**config.mk**
```make
export PLATFORM = sky130hd
export DESIGN_NAME = jkff_count_ctrl
export DESIGN_NICKNAME = d
export VERILOG_FILES = /design/src/rtl/jkff_ctrl_pkg.sv /design/src/rtl/jkff_ctrl_timer.sv /design/src/rtl/jkff_count_ctrl.sv
export SDC_FILE = /design/constraint.sdc
export NUM_CORES = 1
export LEC_CHECK = 0
export BUFFER_PORTS_ARGS = -buffer_cell sky130_fd_sc_hd__buf_4
export CAP_MARGIN = 0
export CELL_PAD_IN_SITES_DETAIL_PLACEMENT = 0
export CELL_PAD_IN_SITES_GLOBAL_PLACEMENT = 2
export CORE_UTILIZATION = 30
export CTS_BUF_LIST = sky130_fd_sc_hd__clkbuf_2
export DETAILED_ROUTE_END_ITERATION = 8
export PLACE_DENSITY_LB_ADDON = 0.05
export SYNTH_ARGS = -nofsm -noshare
export SYNTH_HDL_FRONTEND = slang
export SYNTH_SLANG_ARGS = --single-unit
```
**constraint.sdc**
```tcl
create_clock -name clk -period 1.8 [get_ports clk]
set_input_delay 0 -clock clk [delete_from_list [all_inputs] [get_ports clk]]
set_output_delay 0 -clock clk [all_outputs]
set_load 0.1 [all_outputs]
```
**src/rtl/jkff_ctrl_pkg.sv**
```systemverilog
// Shared definitions for the JK-counter run controller: FSM state encoding,
// step-counter width/saturation value and the default timeout limit.
// Imported by jkff_ctrl_timer and jkff_count_ctrl.
package jkff_ctrl_pkg;

  localparam int STEP_W             = 6;
  localparam int STEP_MAX           = (1 << STEP_W) - 1;
  localparam int TIMEOUT_CYCLES_DEF = 32;

  typedef enum logic [1:0] {
    IDLE  = 2'd0,
    CLEAR = 2'd1,
    RUN   = 2'd2,
    DONE  = 2'd3
  } state_t;

endpackage

```
**src/rtl/jkff_ctrl_timer.sv**
```systemverilog
// Saturating count of enabled counter edges plus the run timeout compare.
// Ports: clk, rst (async, active-high), clr (new run accepted), inc (counter
//   enabled this cycle) -> steps (edge count), timeout (limit reached).
// Macro JKFF_COUNT_CTRL_TIMEOUT_EN enables the timeout compare; otherwise
// timeout is tied low and LIMIT only feeds the elaboration range check.
module jkff_ctrl_timer
  import jkff_ctrl_pkg::*;
#(
  parameter int LIMIT = TIMEOUT_CYCLES_DEF
) (
  input  logic              clk,
  input  logic              rst,
  input  logic              clr,
  input  logic              inc,
  output logic [STEP_W-1:0] steps,
  output logic              timeout
);

  localparam logic [STEP_W-1:0] STEPS_SAT = '1;

  // Catch an out-of-range limit at build time rather than as odd behaviour.
  if (LIMIT < 1 || LIMIT > STEP_MAX) begin : g_bad_limit
    $error("jkff_ctrl_timer: LIMIT must be within 1..63");
  end

  always_ff @(posedge clk or posedge rst) begin
    if (rst) begin
      steps <= '0;
    end else if (clr) begin
      steps <= '0;
    end else if (inc && steps != STEPS_SAT) begin
      steps <= steps + 1'b1;
    end
  end

`ifdef JKFF_COUNT_CTRL_TIMEOUT_EN
  localparam logic [STEP_W-1:0] LIM = LIMIT[STEP_W-1:0];
  assign timeout = (steps >= LIM);
`else
  assign timeout = 1'b0;
`endif

endmodule

```
**src/rtl/jkff_count_ctrl.sv**
```systemverilog
// Run controller for an external jkff_counter: on start it clears the counter,
// enables it until it reaches the latched target, then pulses done.
// Ports: clk, rst (async, active-high), start, target -> busy, done, err,
//   steps; counter side: cnt_rst_n, cnt_j, cnt_k out, cnt_q in.
// Macro JKFF_COUNT_CTRL_TIMEOUT_EN adds a TIMEOUT_CYCLES abort with err=1.
module jkff_count_ctrl
  import jkff_ctrl_pkg::*;
#(
  parameter int TIMEOUT_CYCLES = TIMEOUT_CYCLES_DEF
) (
  input  logic              clk,
  input  logic              rst,
  input  logic              start,
  input  logic [3:0]        target,
  output logic              busy,
  output logic              done,
  output logic              err,
  output logic [STEP_W-1:0] steps,
  output logic              cnt_rst_n,
  output logic              cnt_j,
  output logic              cnt_k,
  input  logic [3:0]        cnt_q
);

  state_t     state;
  logic [3:0] target_r;
  logic       busy_r;
  logic       done_r;
  logic       err_r;
  logic       cnt_rst_n_r;
  logic       match;
  logic       timeout;
  logic       accept;
  logic       enable;

  assign match  = (cnt_q == target_r);
  assign accept = (state == IDLE) && start;
  // Enable is combinational from cnt_q so the counter stops on the matching
  // value in the same cycle it appears, never stepping past it.
  assign enable = (state == RUN) && !match && !timeout;

  assign cnt_j     = enable;
  assign cnt_k     = enable;
  assign busy      = busy_r;
  assign done      = done_r;
  assign err       = err_r;
  assign cnt_rst_n = cnt_rst_n_r;

  jkff_ctrl_timer #(
    .LIMIT (TIMEOUT_CYCLES)
  ) u_timer (
    .clk     (clk),
    .rst     (rst),
    .clr     (accept),
    .inc     (enable),
    .steps   (steps),
    .timeout (timeout)
  );

  // Outputs are registered alongside the state, each set to the value
  // belonging to the state being entered.
  always_ff @(posedge clk or posedge rst) begin
    if (rst) begin
      state       <= IDLE;
      target_r    <= '0;
      busy_r      <= 1'b0;
      done_r      <= 1'b0;
      err_r       <= 1'b0;
      cnt_rst_n_r <= 1'b0;
    end else begin
      done_r <= 1'b0;
      err_r  <= 1'b0;
      case (state)
        IDLE: begin
          cnt_rst_n_r <= 1'b1;
          if (start) begin
            target_r    <= target;
            state       <= CLEAR;
            busy_r      <= 1'b1;
            cnt_rst_n_r <= 1'b0;
          end
        end
        CLEAR: begin
          state       <= RUN;
          cnt_rst_n_r <= 1'b1;
        end
        RUN: begin
          // A match wins over a timeout landing in the same cycle.
          if (match || timeout) begin
            state  <= DONE;
            busy_r <= 1'b0;
            done_r <= 1'b1;
            err_r  <= !match;
          end
        end
        DONE: begin
          state <= IDLE;
        end
        default: begin
          state  <= IDLE;
          busy_r <= 1'b0;
        end
      endcase
    end
  end

endmodule
```
==> metrics.csv <==
stage,metric,value,unit
outcome,status,"finished, final reports clean",
worst_setup_path,critical_path.max_stage_delay,430,ps
synthesis,syn_nets,91,
drt,post-route-drc-count,0,
worst_setup_path,cp.arrival,1940,ps
power_and_ir_drop,power_density,1880,mW/mm^2
clock_tree,cts_tree,done,
clock_tree,numCtsBuffers,3,
global_route,grt_use_total,15.2,%
clock_tree,clock-root-buffer,clkbuf_2,
global_route,grt_pass1_vias,657,
place,portBuffers,21,
power_and_ir_drop,p_total,2250,uW
synthesis,synth-seq-cells,15,
drt,drtIter0Drc,1,
sta,hold-worst-slack,245,ps
worst_setup_path,startpoint,target_r[0],
die,die-area,0.00297,sq mm
die,rows,18,
worst_setup_path,crit_slowest_cell,dfrtp_1,
worst_setup_path,reg2reg_from,target_r[0],
drt,wl_per_cell,13.1,um
drt,drt_wl_total,1780,um
worst_setup_path,path_max_fanout,7,
synthesis,yosysWarnings,0,
sta,max_freq,575,MHz
synthesis,syn_area_per_cell,10.9,sq um
sta,finalSetupTns,0,ps
global_route,overflow,0,
synthesis,seq_area_frac_synth,45.4,%
drt,wl_met1,796,um
place,dp_hpwl,1260,um
synthesis,synthCells,76,
sta,fin_crit,1740,ps
worst_setup_path,critPathCaptureType,flip-flop,
place,routabilityCongestion,0.700,
sta,slew_viol_final,0,
sta,slew_headroom,59.6,%
die,start_util,32.5,%
sta,finalClockSkew,0.666,ps
sta,rsz0062_at_grt,no,
global_route,grt_max_degree,16,
finish,area_delta_synth_final,44.8,%
drt,vias,656,
finish,fin_area,0.00120,sq mm
drt,viasPerCell,4.82,
worst_setup_path,crit_type,flip-flop to flip-flop,
sta,tightest_slew,606,ps
drt,firstDrtPassIters,4,
sta,hold_viol_final,0,
sta,period_share,96.5,%
global_route,antenna_found_initial,0,
global_route,grt_pass1_wl,3080,um
synthesis,netlist_top_cells_area,"dfrtp_1, mux2_2, ha_1",
die,dieHeight,54.5,um
worst_setup_path,r2r_slack,60,ps
die,coreArea,0.00254,sq mm
worst_setup_path,r2r-end,state[1],
worst_setup_path,crit_chain,xor2_2 > o41ai_4 > bufinv_8 > nor2_4 > mux2_4,
clock_tree,clk_latency,290,ps
power_and_ir_drop,leakage,0.000558,uW
sta,setup_viol,0,
finish,final_net_count,122,
die,die_x,54.5,um
drt,highest_layer,met4,
finish,drive_above_1_share,47.2,%
synthesis,synth.top_cell.area_share,45.4,%
hold_path,hold_class,input port to flip-flop,
worst_setup_path,worstPathRequired,2000,ps
drt,dr_wl_met2,886,um
drt,wl_met3,90,um
finish,n_antenna_cell,0,
die,pin_count,23,
place,pre_cts_ws,69.8,ps
synthesis,ys_types,32,
clock_tree,cts_num_sinks,15,
run,maxCapViolCount,0,
clock_tree,htreeDepth,1,
drt,antenna_left,0,
clock_tree,clockBufferDepth,2,
synthesis,synth_top_cell_by_area,dfrtp_1,
hold_path,hold_depth,4,
power_and_ir_drop,ir_drop,1.13,mV
place,dpl_cell_area,0.00109,sq mm
synthesis,synthesis.area,827,sq um
sta,fin_ws,62.1,ps
worst_setup_path,reg2regPathDepth,5,
worst_setup_path,critPathLaunchType,flip-flop,
clock_tree,clkSlewWorstSetupHoldPaths,160,ps
worst_setup_path,crit_path_end,state[1],
cells in the final DEF, fill, tap and decap left out, types with 2 or more instances in the layout:
| cell | synthesis | routed |
|---|---|---|
| o21ai_0 | 3 | 3 |
| clkbuf_2 | 0 | 4 |
| buf_6 | 0 | 2 |
| and3_4 | 1 | 3 |
| nor4_1 | 2 | 2 |
| mux2i_1 | 2 | 2 |
| dfrtp_4 | 0 | 2 |
| mux2_2 | 5 | 4 |
| dfrtp_1 | 15 | 11 |
| buf_4 | 2 | 22 |
| ha_1 | 4 | 3 |
| inv_1 | 8 | 8 |
| dfrtp_2 | 0 | 2 |
| nand2_1 | 5 | 5 |
| dlygate4sd3_1 | 0 | 6 |
| xor2_2 | 0 | 3 |
repair_timing:
action	in CTS	in global routing
gates resized for setup	0	7
hold endpoints to repair	20	0
hold buffers	6	0
buffers inserted	0	0
endpoints found under the setup margin	0	5
worst max-delay path: cells and delay by family, from the launching register on:
| kind | cells | cell delay (ps) |
|---|---|---|
| DFF | 1 | 430 |
| AOI/OAI and AO/OA | 1 | 380 |
| muxes | 1 | 300 |
| buffers and inverters | 1 | 260 |
| xor gates and xnor gates | 1 | 170 |
| and+or+nand+nor | 1 | 100 |
final cells by class:
type	count	area, sq um
flip-flops and latches	15	385
multi-input cells	48	459
well taps	30	37.5
inverters	9	47.5
clock buffers	4	20.0
repair buffers	30	248
fillers	252	1350
metal layers:
layer / vias to the layer above / GRT usage (%)
met3: 2 / 5.00
met1: 318 / 19.1
met2: 16 / 25.4
li1: 320 / -
met5: - / 0
met4: 0 / 2.56
stage by stage:
step / utilization (%) / instances
detailed placement: 42.7 / 126
global route: 47.1 / 136
finish: 47.1 / 136
global placement: 42.7 / 126
floorplan: - / 76
CTS: 45.8 / 136
sequential cells by signal, summed over array words and instances (netlist names):
| signal | flops |
|---|---|
| busy | 1 |
| u_timer.steps | 6 |
| state | 2 |
| done | 1 |
| target_r | 4 |
| cnt_rst_n | 1 |
logic make-up (layout without fill, tap and decap cells):
kind of cell	after synthesis	in the layout	share of synthesized area, %
and+or+nand+nor	19	19	13.5
DFF	15	15	45.4
AOI/OAI and AO/OA	13	13	14.4
buffers and inverters	13	43	6.81
muxes	7	7	9.23
adders and majority gates	4	4	6.05
xor gates and xnor gates	4	4	4.24
other	1	1	0.453
power breakdown:
group | switching, uW | leakage [uW] | total, uW | internal (uW)
sequential | 108 | 0.000180 | 582 | 474
combinational | 969 | 0.000361 | 1490 | 518
clock | 117 | 0.0000166 | 176 | 58.9
cells in the mapped netlist (all sizes together):
cell type  count
xor2           4
nor2           2
nand2          5
and2           1
nand3b         1
a21boi         3
nand4          1
mux2           5
ha             4
o22a           1
buf            2
o311ai         1
o41ai          1
and3           3
a21oi          1
dfrtp         15
or4            1
mux2i          2
a211o          1
nand3          1
nand4b         1
nor4           2
o31ai          1
clkbuf         2
conb           1
or3            1
o21ai          3
inv            9
a221oi         1
how the worst min path moves through the flow:
stage	from	end
after floorplan	rst	busy
after global placement	rst	state[0]
after detailed placement	rst	state[0]
after CTS	cnt_q[0]	done
after global routing	cnt_q[0]	done
final	cnt_q[0]	done
(Power assumes the default switching activity.)
